`config.mk`:
```
export PLATFORM = sky130hd
export DESIGN_NAME = afe_inj_sequencer
export DESIGN_NICKNAME = d
export VERILOG_FILES = /design/src/rtl/afe_pkg.sv /design/src/rtl/afe_comp_sync.sv /design/src/rtl/afe_inj_sequencer.sv
export SDC_FILE = /design/constraint.sdc
export NUM_CORES = 1
export LEC_CHECK = 0
export ABC_AREA = 1
export ABC_CLOCK_PERIOD_IN_PS = 2200
export BUFFER_PORTS_ARGS = -buffer_cell sky130_fd_sc_hd__buf_2
export CAP_MARGIN = 30
export CORE_UTILIZATION = 59
export CTS_CLUSTER_SIZE = 30
export DETAILED_ROUTE_END_ITERATION = 10
export PLACE_DENSITY_LB_ADDON = 0.15
export SYNTH_ARGS = -nofsm -noshare
export SYNTH_HDL_FRONTEND = slang
export SYNTH_SLANG_ARGS = --single-unit
```
`constraint.sdc`:
```
create_clock -name i_clk -period 2.2 [get_ports i_clk]
set_clock_uncertainty 0.15 [all_clocks]
set_input_delay 0.33 -clock i_clk [delete_from_list [all_inputs] [get_ports i_clk]]
set_output_delay 0.33 -clock i_clk [all_outputs]
set_load 0.005 [all_outputs]
```
`src/rtl/afe_pkg.sv`:
```
// Shared types and constants for the AFE injection / TOT sequencer.
package afe_pkg;
    localparam int CNT_W_DEF = 8;
    localparam logic [CNT_W_DEF-1:0] SAT = {CNT_W_DEF{1'b1}};

    typedef enum logic [2:0] {
        ST_IDLE    = 3'd0,
        ST_INJECT  = 3'd1,
        ST_MEASURE = 3'd2,
        ST_WAIT    = 3'd3,
        ST_FINISH  = 3'd4
    } afe_state_e;
endpackage

```
`src/rtl/afe_comp_sync.sv`:
```
// Synchroniser for the asynchronous discriminator output, with edge pulses.
module afe_comp_sync #(
    parameter int STAGES = 2
) (
    input  logic i_clk,
    input  logic i_rst_b,
    input  logic i_comp,
    output logic o_sync,
    output logic o_rise,
    output logic o_fall
);
    logic [STAGES-1:0] r_chain;
    logic              r_prev;

    always_ff @(posedge i_clk or negedge i_rst_b) begin
        if (!i_rst_b) begin
            r_chain <= '0;
            r_prev  <= 1'b0;
        end else begin
            r_chain <= {r_chain[STAGES-2:0], i_comp};
            r_prev  <= r_chain[STAGES-1];
        end
    end

    assign o_sync = r_chain[STAGES-1];
    assign o_rise = o_sync & ~r_prev;
    assign o_fall = ~o_sync & r_prev;
endmodule

```
`src/rtl/afe_inj_sequencer.sv`:
```
// Injection pulse sequencer with per-pulse latency / time-over-threshold measurement
// and a single-entry valid/ready result register.
//   state   | meaning
//   IDLE    | not busy, waiting for START
//   INJECT  | INJ_OUT high for w cycles, measurement running
//   MEASURE | INJ_OUT low, window open until COMP fall or period timeout
//   WAIT    | window closed, waiting for the period to elapse
//   FINISH  | DONE pulse, back to IDLE
module afe_inj_sequencer
    import afe_pkg::*;
#(
    parameter int CNT_W       = CNT_W_DEF,
    parameter int SYNC_STAGES = 2
) (
    input  logic             i_clk,
    input  logic             i_rst_b,
    input  logic             i_start,
    input  logic             i_abort,
    input  logic [7:0]       i_n_inj,
    input  logic [CNT_W-1:0] i_period,
    input  logic [CNT_W-1:0] i_width,
    input  logic             i_comp,
    output logic             o_inj_out,
    output logic             o_hit,
    output logic             o_busy,
    output logic             o_done,
    output logic             o_res_valid,
    input  logic             i_res_ready,
    output logic [7:0]       o_res_idx,
    output logic [CNT_W-1:0] o_res_lat,
    output logic [CNT_W-1:0] o_res_tot,
    output logic             o_dropped
);
    localparam logic [CNT_W-1:0] SAT_C = {CNT_W{1'b1}};
    localparam logic [CNT_W-1:0] ONE_C = {{(CNT_W-1){1'b0}}, 1'b1};
    localparam logic [CNT_W:0]   TWO_C = {{(CNT_W-1){1'b0}}, 2'b10};

    function automatic logic [CNT_W-1:0] sat_inc(input logic [CNT_W-1:0] v);
        return (v == SAT_C) ? v : v + ONE_C;
    endfunction

    afe_state_e       r_state, w_state_nxt;
    logic [CNT_W-1:0] r_wm1, r_pm1, r_pc, r_lat, r_tot;
    logic [CNT_W-1:0] w_lat_nxt, w_tot_nxt, w_w_eff, w_p_min, w_p_eff;
    logic [CNT_W:0]   w_w_p2;
    logic [7:0]       r_n, r_idx, w_idx_inc;
    logic             r_seen, r_closed, r_inj, r_hit;
    logic             w_csync, w_rise, w_fall;
    logic             w_start_ok, w_abort, w_in_win, w_pc_end, w_last;
    logic             w_rise_first, w_fall_close, w_win_end, w_inj_start, w_load, w_xfer;
    logic             r_valid, r_dropped;
    logic [7:0]       r_res_idx;
    logic [CNT_W-1:0] r_res_lat, r_res_tot;

    afe_comp_sync #(.STAGES(SYNC_STAGES)) u_sync (
        .i_clk  (i_clk),
        .i_rst_b(i_rst_b),
        .i_comp (i_comp),
        .o_sync (w_csync),
        .o_rise (w_rise),
        .o_fall (w_fall)
    );

    // w+2 is formed one bit wider so a near-full width cannot wrap the period
    assign w_w_eff = (i_width == '0) ? ONE_C : i_width;
    assign w_w_p2  = {1'b0, w_w_eff} + TWO_C;
    assign w_p_min = w_w_p2[CNT_W] ? SAT_C : w_w_p2[CNT_W-1:0];
    assign w_p_eff = (i_period > w_p_min) ? i_period : w_p_min;

    assign w_start_ok   = (r_state == ST_IDLE) && i_start && !i_abort;
    assign w_abort      = (r_state != ST_IDLE) && i_abort;
    assign w_pc_end     = (r_pc >= r_pm1);
    assign w_idx_inc    = r_idx + 8'd1;
    assign w_last       = (r_n != 8'd0) && (w_idx_inc == r_n);
    assign w_rise_first = w_in_win && w_rise && !r_seen;
    assign w_fall_close = w_in_win && w_fall && r_seen && !r_closed;
    assign w_lat_nxt    = (r_seen || w_rise_first) ? r_lat : sat_inc(r_lat);
    assign w_tot_nxt    = w_rise_first ? ONE_C :
                          (r_seen && !r_closed && w_csync) ? sat_inc(r_tot) : r_tot;
    assign w_win_end    = (r_state == ST_MEASURE) && (w_fall_close || r_closed || w_pc_end);
    assign w_inj_start  = (w_state_nxt == ST_INJECT) && (r_state != ST_INJECT);
    assign w_load       = w_win_end && !i_abort;
    assign w_xfer       = r_valid && i_res_ready;

    always_ff @(posedge i_clk or negedge i_rst_b) begin
        if (!i_rst_b) r_state <= ST_IDLE;
        else          r_state <= w_state_nxt;
    end

    always_comb begin
        w_state_nxt = r_state;
        unique case (r_state)
            ST_IDLE:    if (w_start_ok) w_state_nxt = ST_INJECT;
            ST_INJECT:  if (r_pc >= r_wm1) w_state_nxt = ST_MEASURE;
            ST_MEASURE: begin
                if (w_pc_end)                        w_state_nxt = w_last ? ST_FINISH : ST_INJECT;
                else if (w_fall_close || r_closed)   w_state_nxt = ST_WAIT;
            end
            ST_WAIT:    if (w_pc_end) w_state_nxt = w_last ? ST_FINISH : ST_INJECT;
            ST_FINISH:  w_state_nxt = ST_IDLE;
            default:    w_state_nxt = ST_IDLE;
        endcase
        if (w_abort) w_state_nxt = ST_IDLE;
    end

    always_comb begin
        o_busy   = (r_state != ST_IDLE);
        o_done   = (r_state == ST_FINISH);
        w_in_win = (r_state == ST_INJECT) || (r_state == ST_MEASURE);
    end

    always_ff @(posedge i_clk or negedge i_rst_b) begin
        if (!i_rst_b) begin
            r_wm1 <= '0; r_pm1 <= '0; r_n <= '0; r_pc <= '0; r_idx <= '0;
            r_lat <= '0; r_tot <= '0; r_seen <= 1'b0; r_closed <= 1'b0;
            r_inj <= 1'b0; r_hit <= 1'b0;
        end else begin
            r_inj <= (w_state_nxt == ST_INJECT);
            r_hit <= w_csync && w_in_win;
            if (w_start_ok) begin
                r_wm1 <= w_w_eff - ONE_C;
                r_pm1 <= w_p_eff - ONE_C;
                r_n   <= i_n_inj;
                r_idx <= '0;
            end else if (w_pc_end && !w_abort &&
                         (r_state == ST_MEASURE || r_state == ST_WAIT)) begin
                r_idx <= w_idx_inc;
            end
            if (w_inj_start)  r_pc <= '0;
            else if (o_busy)  r_pc <= sat_inc(r_pc);
            if (w_inj_start) begin
                r_lat <= '0; r_tot <= '0; r_seen <= 1'b0; r_closed <= 1'b0;
            end else if (w_in_win) begin
                r_lat    <= w_lat_nxt;
                r_tot    <= w_tot_nxt;
                r_seen   <= r_seen | w_rise_first;
                r_closed <= r_closed | w_fall_close;
            end
        end
    end

    // A load beats a simultaneous transfer; a load into a held result is dropped
    always_ff @(posedge i_clk or negedge i_rst_b) begin
        if (!i_rst_b) begin
            r_valid <= 1'b0; r_dropped <= 1'b0;
            r_res_idx <= '0; r_res_lat <= '0; r_res_tot <= '0;
        end else begin
            if (w_load && (!r_valid || w_xfer)) begin
                r_valid   <= 1'b1;
                r_res_idx <= r_idx;
                r_res_lat <= (r_seen || w_rise_first) ? r_lat : SAT_C;
                r_res_tot <= w_tot_nxt;
            end else if (w_xfer) begin
                r_valid <= 1'b0;
            end
            if (w_start_ok)                        r_dropped <= 1'b0;
            else if (w_load && r_valid && !w_xfer) r_dropped <= 1'b1;
        end
    end

    assign o_inj_out   = r_inj;
    assign o_hit       = r_hit;
    assign o_res_valid = r_valid;
    assign o_res_idx   = r_res_idx;
    assign o_res_lat   = r_res_lat;
    assign o_res_tot   = r_res_tot;
    assign o_dropped   = r_dropped;
endmodule

```
Word level (Yosys, flattened, before mapping)

Index checks and enable logic that the tools add are counted.

Latch bits: 0
Output and inout port bits: 30
Bits in writable memories: 0
Bits in registers: 92
Input bits: 30
Memory bits (read-only): 0
Memories kept: 0

Equality and inequality tests: 13
Add/subtract/negate cells: 7
Shift operators: 0
Reduce and logical (&&, ||, !) cells: 44
Multiply operators: 0
Bitwise operators: 6
Multiplexer cells: 34
Divide/modulo/power cells: 0
Order comparisons: 3

Operators by type and width:

| cell                                             | count |
|---|---|
| two-way mux 8 bit                                | 18 |
| adder 8 x 1 -> 8 bit, second input constant      | 4 |
| == test 8 bit, second input constant             | 3 |
| logical AND 1 bit                                | 21 |
| two-way mux 3 bit                                | 7 |
| >= comparator 8 bit                              | 2 |
| subtractor 8 x 1 -> 8 bit, second input constant | 2 |
| one-hot mux 3 bit (4 select lines)               | 1 |
| nonzero test 2 bit                               | 5 |
| adder 8 x 2 -> 9 bit, second input constant      | 1 |
| == test 8 bit                                    | 1 |
| greater-than comparator 8 bit                    | 1 |
| zero test 8 bit                                  | 1 |
| two-way mux 1 bit                                | 8 |
| nonzero test 8 bit                               | 1 |
| == test 3 x 1 -> 1 bit, second input constant    | 2 |
| == test 3 x 2 -> 1 bit, second input constant    | 2 |
| zero test 1 bit                                  | 6 |
| logical OR 1 bit                                 | 6 |
| != test 2 bit, second input constant             | 3 |
| == test 3 bit, second input constant             | 1 |
| zero test 3 bit                                  | 1 |
| != test 3 x 1 -> 1 bit, second input constant    | 1 |
| AND reduction 3 bit                              | 1 |
| other kinds (5)                                  | 8 |

Longest topological paths before layout

Gate-level depths: netlist of run 1.

Depth in word-level cells: 14
Mapped depth: 25

Hierarchy

From an unflattened synthesis of run 1, not the netlist that was laid out.

Cells, all modules: 774
Area total of the unflattened synthesis: 5621.6 µm²

Modules (own cells, without submodules):

| module            | area an instance (µm²) | times used | cells each |
|---|---|---|---|
| afe_inj_sequencer | 5531.6                 | 1          | 767 |
| afe_comp_sync     | 90.1                   | 1          | 7 |

Least setup slack after synthesis of run 1

No wires, ideal clock.

Kind: input to register
Start: input i_width[3]
End: register r_pm1[4]
Required time: 1.919 ns
Setup slack: -0.717 ns
Arrival: 2.635 ns
Cell stages on the path: 24
Cell sequence: nand3_1 -> nor2_2 -> nand2_2 -> nor2_2 -> nand2_1 -> nand2_1 -> inv_1 -> ha_1 -> nand2_1 -> o21ai_1 -> nand2_1 -> nand2_1 -> nand2_1 -> buf_4 -> buf_6 -> nand2_1 -> o21ai_2 -> inv_1 -> ha_1 -> nand2_1 -> o21ai_0 -> nand2_1 -> nand2_1 -> o21ai_0

Word-level cells in the longest chain between the ends: 7

RTL lines:

| item                          | RTL line                 | RTL |
|---|---|---|
| start, declared               | afe_inj_sequencer.sv:21  | `input logic [CNT_W-1:0] i_width,` |
| zero test 8 bit               | afe_inj_sequencer.sv:65  | `assign w_w_eff = (i_width == '0) ? ONE_C : i_width;` |
| two-way mux 8 bit *           | afe_inj_sequencer.sv:65  |  |
| adder 8 x 2 -> 9 bit *        | afe_inj_sequencer.sv:66  | `assign w_w_p2 = {1'b0, w_w_eff} + TWO_C;` |
| two-way mux 8 bit *           | afe_inj_sequencer.sv:67  | `assign w_p_min = w_w_p2[CNT_W] ? SAT_C : w_w_p2[CNT_W-1:0];` |
| greater-than comparator 8 bit | afe_inj_sequencer.sv:68  | `assign w_p_eff = (i_period > w_p_min) ? i_period : w_p_min;` |
| two-way mux 8 bit *           | afe_inj_sequencer.sv:68  |  |
| subtractor 8 x 1 -> 8 bit *   | afe_inj_sequencer.sv:122 | `r_pm1 <= w_p_eff - ONE_C;` |
| end signal, assigned          | afe_inj_sequencer.sv:122 |  |
| end, declared                 | afe_inj_sequencer.sv:43  | `logic [CNT_W-1:0] r_wm1, r_pm1, r_pc, r_lat, r_tot;` |

Every way passes the cells marked *; elsewhere a longest branch is shown, timed or not.
A chain may end at the register's enable or synchronous reset.

Worst setup path after layout of run 1

Ends and elaborated chain as after synthesis.

==> impl_metrics.csv, run 1 <==
group,metric,value,unit
outcome,outcome,"complete, but fails checks",
outcome,violations,"setup timing",
clock_network,cts_tree,"built",
worst_setup_path,path_cells,"buf_8 -> nand3_4 -> nor2_4 -> nand2_4 -> nor3_4 -> a21oi_2 -> ha_1 -> nand2_1 -> nor2_2 -> nand2_1 -> nand2_2 -> nand2_4 -> buf_6 -> o21ai_4 -> ha_4 -> nand2_4 -> o21ai_2 -> nand2_1 -> nand2_1 -> o21ai_1",
power,power_switching_share,44.9,%
place,gp_congestion,0.931,
clock_network,clock_path_buffers,2,
floorplanning,num_rows,35,
logic_synthesis,ys_ff_latch,92,
place,place_hpwl,9.66,mm
grt,grtUsageTotal,32.0,%
clock_network,path_clk_slew,100,ps
logic_synthesis,yosys-top-cells-area,"dfrtp_1, nand2_1, inv_1, ha_1, o21ai_0",
logic_synthesis,synthesis.instances,760,
flow_run,drv_cap,0,
power,cellPowerDensity,1010,nW/um^2
power,combinationalPowerShare,54.2,%
layout,fin_nets,991,
worst_setup_path,cp.arrival,2870,ps
floorplanning,die_w,99.5,um
power,p_leak,4.25,nW
power,p_clk_share,14.0,%
worst_setup_path,cp_max_fo,8,
timing,fin_setup_tns,-25150,ps
timing,hold-worst-slack,13.2,ps
timing,hold_viol_final,0,
timing,finalCriticalPeriod,2780,ps
logic_synthesis,ys.warnings.count,0,
worst_setup_path,r2r_start,"r_pm1[6]",
floorplanning,ios,60,
logic_synthesis,syn-num-nets,822,
logic_synthesis,synth.most_common_cell,"nand2_1",
floorplanning,start_util,60.7,%
logic_synthesis,netlist-cell-type-count,39,
route,drt_first_pass_iters,7,
worst_setup_path,r2r_slack,-520,ps
worst_hold_path,hp-class,"primary input to flop",
floorplanning,die-height,99.5,um
grt,overflow,0,
timing,finalSetupViolations,65,
power,p_sw,0.00365,W
place,port_buffers,59,
logic_synthesis,synthFlopType,"dfrtp_1",
timing,fmax,0.360,GHz
worst_setup_path,cp_common_cell,"nand2_1",
grt,grt_pass1_wl,25.2,mm
floorplanning,coreArea,9240,um^2
layout,syn_to_final_growth,43.4,%
route,vias,6112,
route,drt_wl_total,19.1,mm
worst_hold_path,hold_end,"r_n[2]",
logic_synthesis,synth.cell_area,5610,um^2
logic_synthesis,synth.top_cell.area_share,41.0,%
grt,grt_max_degree,39,
worst_hold_path,min_from,"i_n_inj[2]",
power,p_int,0.00447,W
worst_setup_path,cp.required,2290,ps
clock_network,clockRootBuffer,"clkbuf_8",
worst_setup_path,reg2reg_to,"r_lat[7]",
layout,final_util,87.0,%
worst_setup_path,critical_path.slowest_cell,"ha_1",
logic_synthesis,synthArstFlopShare,100,%
logic_synthesis,ys_seq_area_share,41.0,%
timing,slew_headroom,63.9,%
route,drt_iter0_drc,480,
grt,antenna_found_initial,0,
power,p_total,0.00812,W
timing,finalWorstSetupSlack,-579,ps
power,irDropWorstVdd,0.794,mV
grt,first_global_vias,5628,
layout,fill_cells,446,
layout,regArea,2300,um^2
floorplanning,die_area,9900,um^2
place,pre_cts_slack,-908,ps
route,wl_per_cell,17.9,um
timing,drv_slew,0,
worst_hold_path,whs_path_depth,3,
worst_setup_path,critPathKind,"primary input to flop",
timing,rsz0062_at_grt,"true",
layout,drive_gt1_share,39.3,%
worst_setup_path,critPathMaxStageDelay,310,ps
logic_synthesis,synth_edf_count,0,
power,seqPwrFrac,31.8,%
route,drc,0,
worst_setup_path,cp-end-kind,"flop",
clock_network,worstSkewPairLatency,380,ps
logic_synthesis,synth_top_cell_by_area,"dfrtp_1",
worst_setup_path,worstRegToRegCells,16,
route,antenna_left,0,
timing,max_slew.worst_pin.slew,541,ps
logic_synthesis,syn_area_per_cell,7.38,um^2
clock_network,clock-sinks,92,
worst_setup_path,cp-start-kind,"primary input",
layout,multi_input_area,3440,um^2
clock_network,cts_made_buffers,9,
logic_synthesis,synth_commonest_cells,"nand2_1, inv_1, dfrtp_1",
route,via_per_inst,5.74,
timing,fin_crit_sh,126,%
clock_network,htree_levels,3,
what timing repair did:
item / in CTS / in global routing
gates resized for setup: 121 / 141
hold endpoints to repair: 37 / 0
setup buffers: 33 / 19
endpoints found under the setup margin: 49 / 70
cloned: 8 / 2
hold buffers: 2 / 0
pin swaps: 24 / 36
routing by layer:
metal  vias to the layer above  GRT usage [%]  wire (um)
met4                         0           12.9       1050
met5                         -              0          0
met1                      2903           38.0       7230
met2                       346           58.5       9630
li1                       2745              -          -
met3                       118           4.36       1170
area by class of cell:
class | count | share of cell area (%)
diodes | 1 | 0.0311
clock buffers | 11 | 1.76
clock inverters | 5 | 0.560
inverters | 130 | 6.13
multi-input cells | 524 | 42.8
flip-flops and latches | 92 | 28.6
well taps | 129 | 2.01
repair buffers | 172 | 18.1
through the flow:
step | std cells | cell area (um^2)
after floorplan | 760 | 5650
after global placement | 998 | 6570
after detailed placement | 998 | 6570
after CTS | 1057 | 7590
after global routing | 1063 | 8040
final | 1064 | 8040
sequential cells by signal (all words and copies together) (netlist names), 2 cells and up:
register        cells
o_res_tot           8
r_lat               8
r_pc                8
o_res_idx           8
r_wm1               8
r_idx               8
r_tot               8
u_sync.r_chain      2
r_state             3
r_n                 8
r_pm1               8
o_res_lat           8
how the worst max path moves through the flow:
stage                     depth (start not counted)       end  slack, ps        from
after floorplan                                  24  r_pm1[4]       -550  i_width[3]
after global placement                           21  r_pm1[7]       -740  i_width[3]
after detailed placement                         21  r_pm1[7]       -910  i_width[3]
after CTS                                        22  r_pm1[6]       -260  i_width[3]
after global routing                             20  r_pm1[5]       -720  i_width[3]
final                                            20  r_pm1[4]       -580  i_width[3]
power groups by stage:
stage	Combinational [W]	Clock [W]	Sequential [W]
floorplan	0.00185	0	0.00248
global placement	0.00261	0	0.00249
detailed placement	0.00273	0	0.00251
CTS	0.00344	0.00111	0.00249
global route	0.00475	0.00118	0.00262
finish	0.00440	0.00113	0.00258
logic make-up after synthesis:
logic type	Yosys count	synth area share, %
buffers and inverters	144	10.4
XOR/XNOR	13	2.03
AND/OR/NAND/NOR	369	28.7
adder cells (fa/ha/maj)	32	7.14
AO/OA/AOI/OAI	110	10.7
flip-flops	92	41.0
critical path: cells and delay by family:
| kind | cells | cell delay (ps) |
|---|---|---|
| buf+inv | 2 | 240 |
| simple gates | 12 | 1320 |
| fa+ha+maj | 2 | 500 |
| compound gates | 4 | 470 |
cells in the final DEF (no fill, tap or decap), types with 4 or more instances in the layout:
master / count
a21oi_2: 5
nand2_1: 164
nor2_1: 44
nor2_4: 9
nor3_1: 6
nand4_1: 8
clkbuf_8: 10
inv_1: 98
buf_12: 7
o21bai_1: 4
o21ai_1: 13
o21ai_2: 21
nand3_1: 36
buf_4: 81
nand2_2: 37
inv_2: 31
dfrtp_1: 91
nand2_4: 27
o21ai_0: 34
buf_2: 54
xor2_1: 9
nand3_2: 17
o21ai_4: 4
nor2_2: 10
nand3_4: 4
a21oi_1: 16
buf_6: 17
ha_4: 7
ha_1: 25
buf_8: 6
o22ai_1: 6
Power figures use the tool's default switching activity.
==> inputs of run 2 (changes only) <==
--- a/config.mk
+++ b/config.mk
@@ -8,7 +8,8 @@
 export ABC_AREA = 1
 export ABC_CLOCK_PERIOD_IN_PS = 2200
 export BUFFER_PORTS_ARGS = -buffer_cell sky130_fd_sc_hd__buf_2
-export CAP_MARGIN = 30
+export CAP_MARGIN = 20
+export CORE_ASPECT_RATIO = 1.5
 export CORE_UTILIZATION = 59
 export CTS_CLUSTER_SIZE = 30
 export DETAILED_ROUTE_END_ITERATION = 10
==> run 2 against run 1 <==
Against the previous run: the run still ends with setup timing left; cell count shrank 2.2%; register-to-register slack gained 80 ps; sequential power is essentially flat; critical path type unchanged; largest cell class unchanged.
==> impl_metrics.csv, run 2 (synthesis gave the netlist of run 1 again) <==
group,metric,value,unit
outcome,outcome,"complete, but fails checks",
outcome,violations,"setup timing",
clock_network,htree_levels,3,
worst_hold_path,hold_end,"r_n[1]",
timing,drv_slew,0,
layout,final_common_cell,"nand2_1",
layout,layout_common_cells,"nand2_1, inv_1, dfrtp_1, buf_4, buf_2",
grt,grt_max_degree,41,
worst_setup_path,setup.worst_path.start,"i_width[3]",
worst_hold_path,hp-class,"primary input to flop",
timing,fin_crit_sh,125,%
place,gp_congestion,0.828,
worst_setup_path,critical_path.slowest_cell,"ha_4",
worst_setup_path,r2r_start,"u_sync.r_chain[1]",
clock_network,worstSkewPairLatency,350,ps
worst_setup_path,cp.required,2270,ps
floorplanning,ios,60,
route,antenna_left,0,
worst_setup_path,cp-start-kind,"primary input",
timing,hold_viol_final,0,
power,p_leak,4.27,nW
grt,grt_pass1_wl,25.5,mm
route,wl_per_cell,18.6,um
route,drt_iter0_drc,482,
worst_setup_path,critPathMaxStageDelay,270,ps
clock_network,path_clk_slew,60,ps
timing,rsz0062_at_grt,"true",
layout,fin_nets,985,
worst_setup_path,r2r_slack,-440,ps
floorplanning,die-height,121,um
place,place_hpwl,9.99,mm
timing,finalCriticalPeriod,2760,ps
worst_hold_path,whs_path_depth,3,
worst_hold_path,min_from,"i_n_inj[1]",
timing,fin_setup_tns,-15450,ps
floorplanning,num_rows,43,
clock_network,cts_tree,"built",
layout,layout.cells.non_filler,1041,
worst_setup_path,reg2reg_to,"r_tot[5]",
floorplanning,coreArea,9250,um^2
worst_setup_path,critPathKind,"primary input to flop",
route,drt_first_pass_iters,8,
grt,antenna_found_initial,0,
timing,slew_headroom,63.0,%
power,cellPowerDensity,1060,nW/um^2
timing,finalSetupViolations,62,
timing,fmax,0.363,GHz
grt,overflow,0,
layout,fill_cells,411,
layout,regArea,2310,um^2
route,via_per_inst,5.88,
route,vias,6126,
worst_setup_path,cp.arrival,2830,ps
timing,finalWorstSetupSlack,-558,ps
power,irDropWorstVdd,0.983,mV
layout,syn_to_final_growth,46.2,%
worst_setup_path,path_cells,"buf_6 -> nand3_4 -> nor2_4 -> nand2_4 -> nor2_4 -> nand2_2 -> nand2_2 -> inv_2 -> ha_4 -> nand2_1 -> o21ai_1 -> nand2_1 -> nand2_2 -> nand2_4 -> buf_4 -> o21ai_4 -> ha_4 -> nand2_2 -> o21ai_1 -> nand2_1 -> nand2_1 -> o21ai_1",
worst_setup_path,cp-end-kind,"flop",
floorplanning,die_area,9910,um^2
clock_network,clock_path_buffers,2,
floorplanning,die_w,81.6,um
place,place_inst,979,
layout,drive_gt1_share,39.3,%
flow_run,drv_cap,0,
route,drt_wl_total,19.3,mm
grt,first_global_vias,5829,
place,port_buffers,59,
clock_network,clockRootBuffer,"clkbuf_16",
clock_network,clock-sinks,92,
timing,max_slew.worst_pin.slew,556,ps
worst_setup_path,worstRegToRegCells,11,
layout,multi_input_area,3480,um^2
clock_network,cts_made_buffers,9,
floorplanning,start_util,60.6,%
worst_setup_path,cp_max_fo,8,
grt,grtUsageTotal,33.8,%
route,drc,0,
-- run 2: worst max-delay path, delay by kind of cell --
family,cells,cell delay (ps)
simple gates,13,1140
fa+ha+maj,2,470
buf+inv,3,330
compound gates,4,540
-- run 2: area by class of cell --
class	count	share of cell area [%]
Clock inverter	6	1.36
Clock buffer	10	2.91
Inverter	130	5.98
Multi-Input combinational cell	524	42.4
Antenna cell	1	0.0305
Tap cell	112	1.71
Sequential cell	92	28.1
Timing Repair Buffer	166	17.5
-- run 2: power breakdown --
group	internal (W)	switching [W]	total (W)	leakage, nW
combinational	0.00183	0.00248	0.00431	2.91
clock	0.00114	0.000674	0.00182	0.169
sequential	0.00218	0.000407	0.00259	1.20
total	0.00515	0.00356	0.00871	4.27
-- run 2: how the worst max path moves through the flow --
stage / slack [ps] / endpoint / cells after the start
6_report: -560 / r_pm1[4] / 22
5_1_grt: -660 / r_pm1[7] / 25
4_1_cts: -340 / r_pm1[4] / 26
3_5_place_dp: -840 / r_pm1[7] / 24
3_3_place_gp: -770 / r_pm1[4] / 24
2_1_floorplan: -550 / r_pm1[4] / 24
-- run 2: through the flow --
stage                     instance area (um^2)  setup WS (ps)  power [W]  utilization (%)  hold slack (ps)
after detailed placement                  6520           -844    0.00525             70.4              188
final                                     8200           -558    0.00871             88.6             43.7
after floorplan                           5650           -545    0.00432                -             -116
after CTS                                 7710           -345    0.00805             83.3             44.8
after global routing                      8200           -664    0.00917             88.6             69.2
after global placement                    6520           -766    0.00511             70.4              184
-- run 2: per-layer routing --
| layer | track usage, % | vias to the layer above | wire, um |
|---|---|---|---|
| li1 | - | 2740 | - |
| met1 | 33.7 | 2932 | 6320 |
| met2 | 65.4 | 348 | 10600 |
| met3 | 5.94 | 106 | 1320 |
| met4 | 14.7 | 0 | 1080 |
| met5 | 0 | - | 0 |
-- run 2: repair_timing --
item	4_1_cts	5_1_grt
cloned	8	3
pin swaps	32	51
setup endpoints to repair	49	64
buffers inserted	24	16
hold buffers	2	0
endpoints found under the hold margin	38	0
resized for setup	124	137
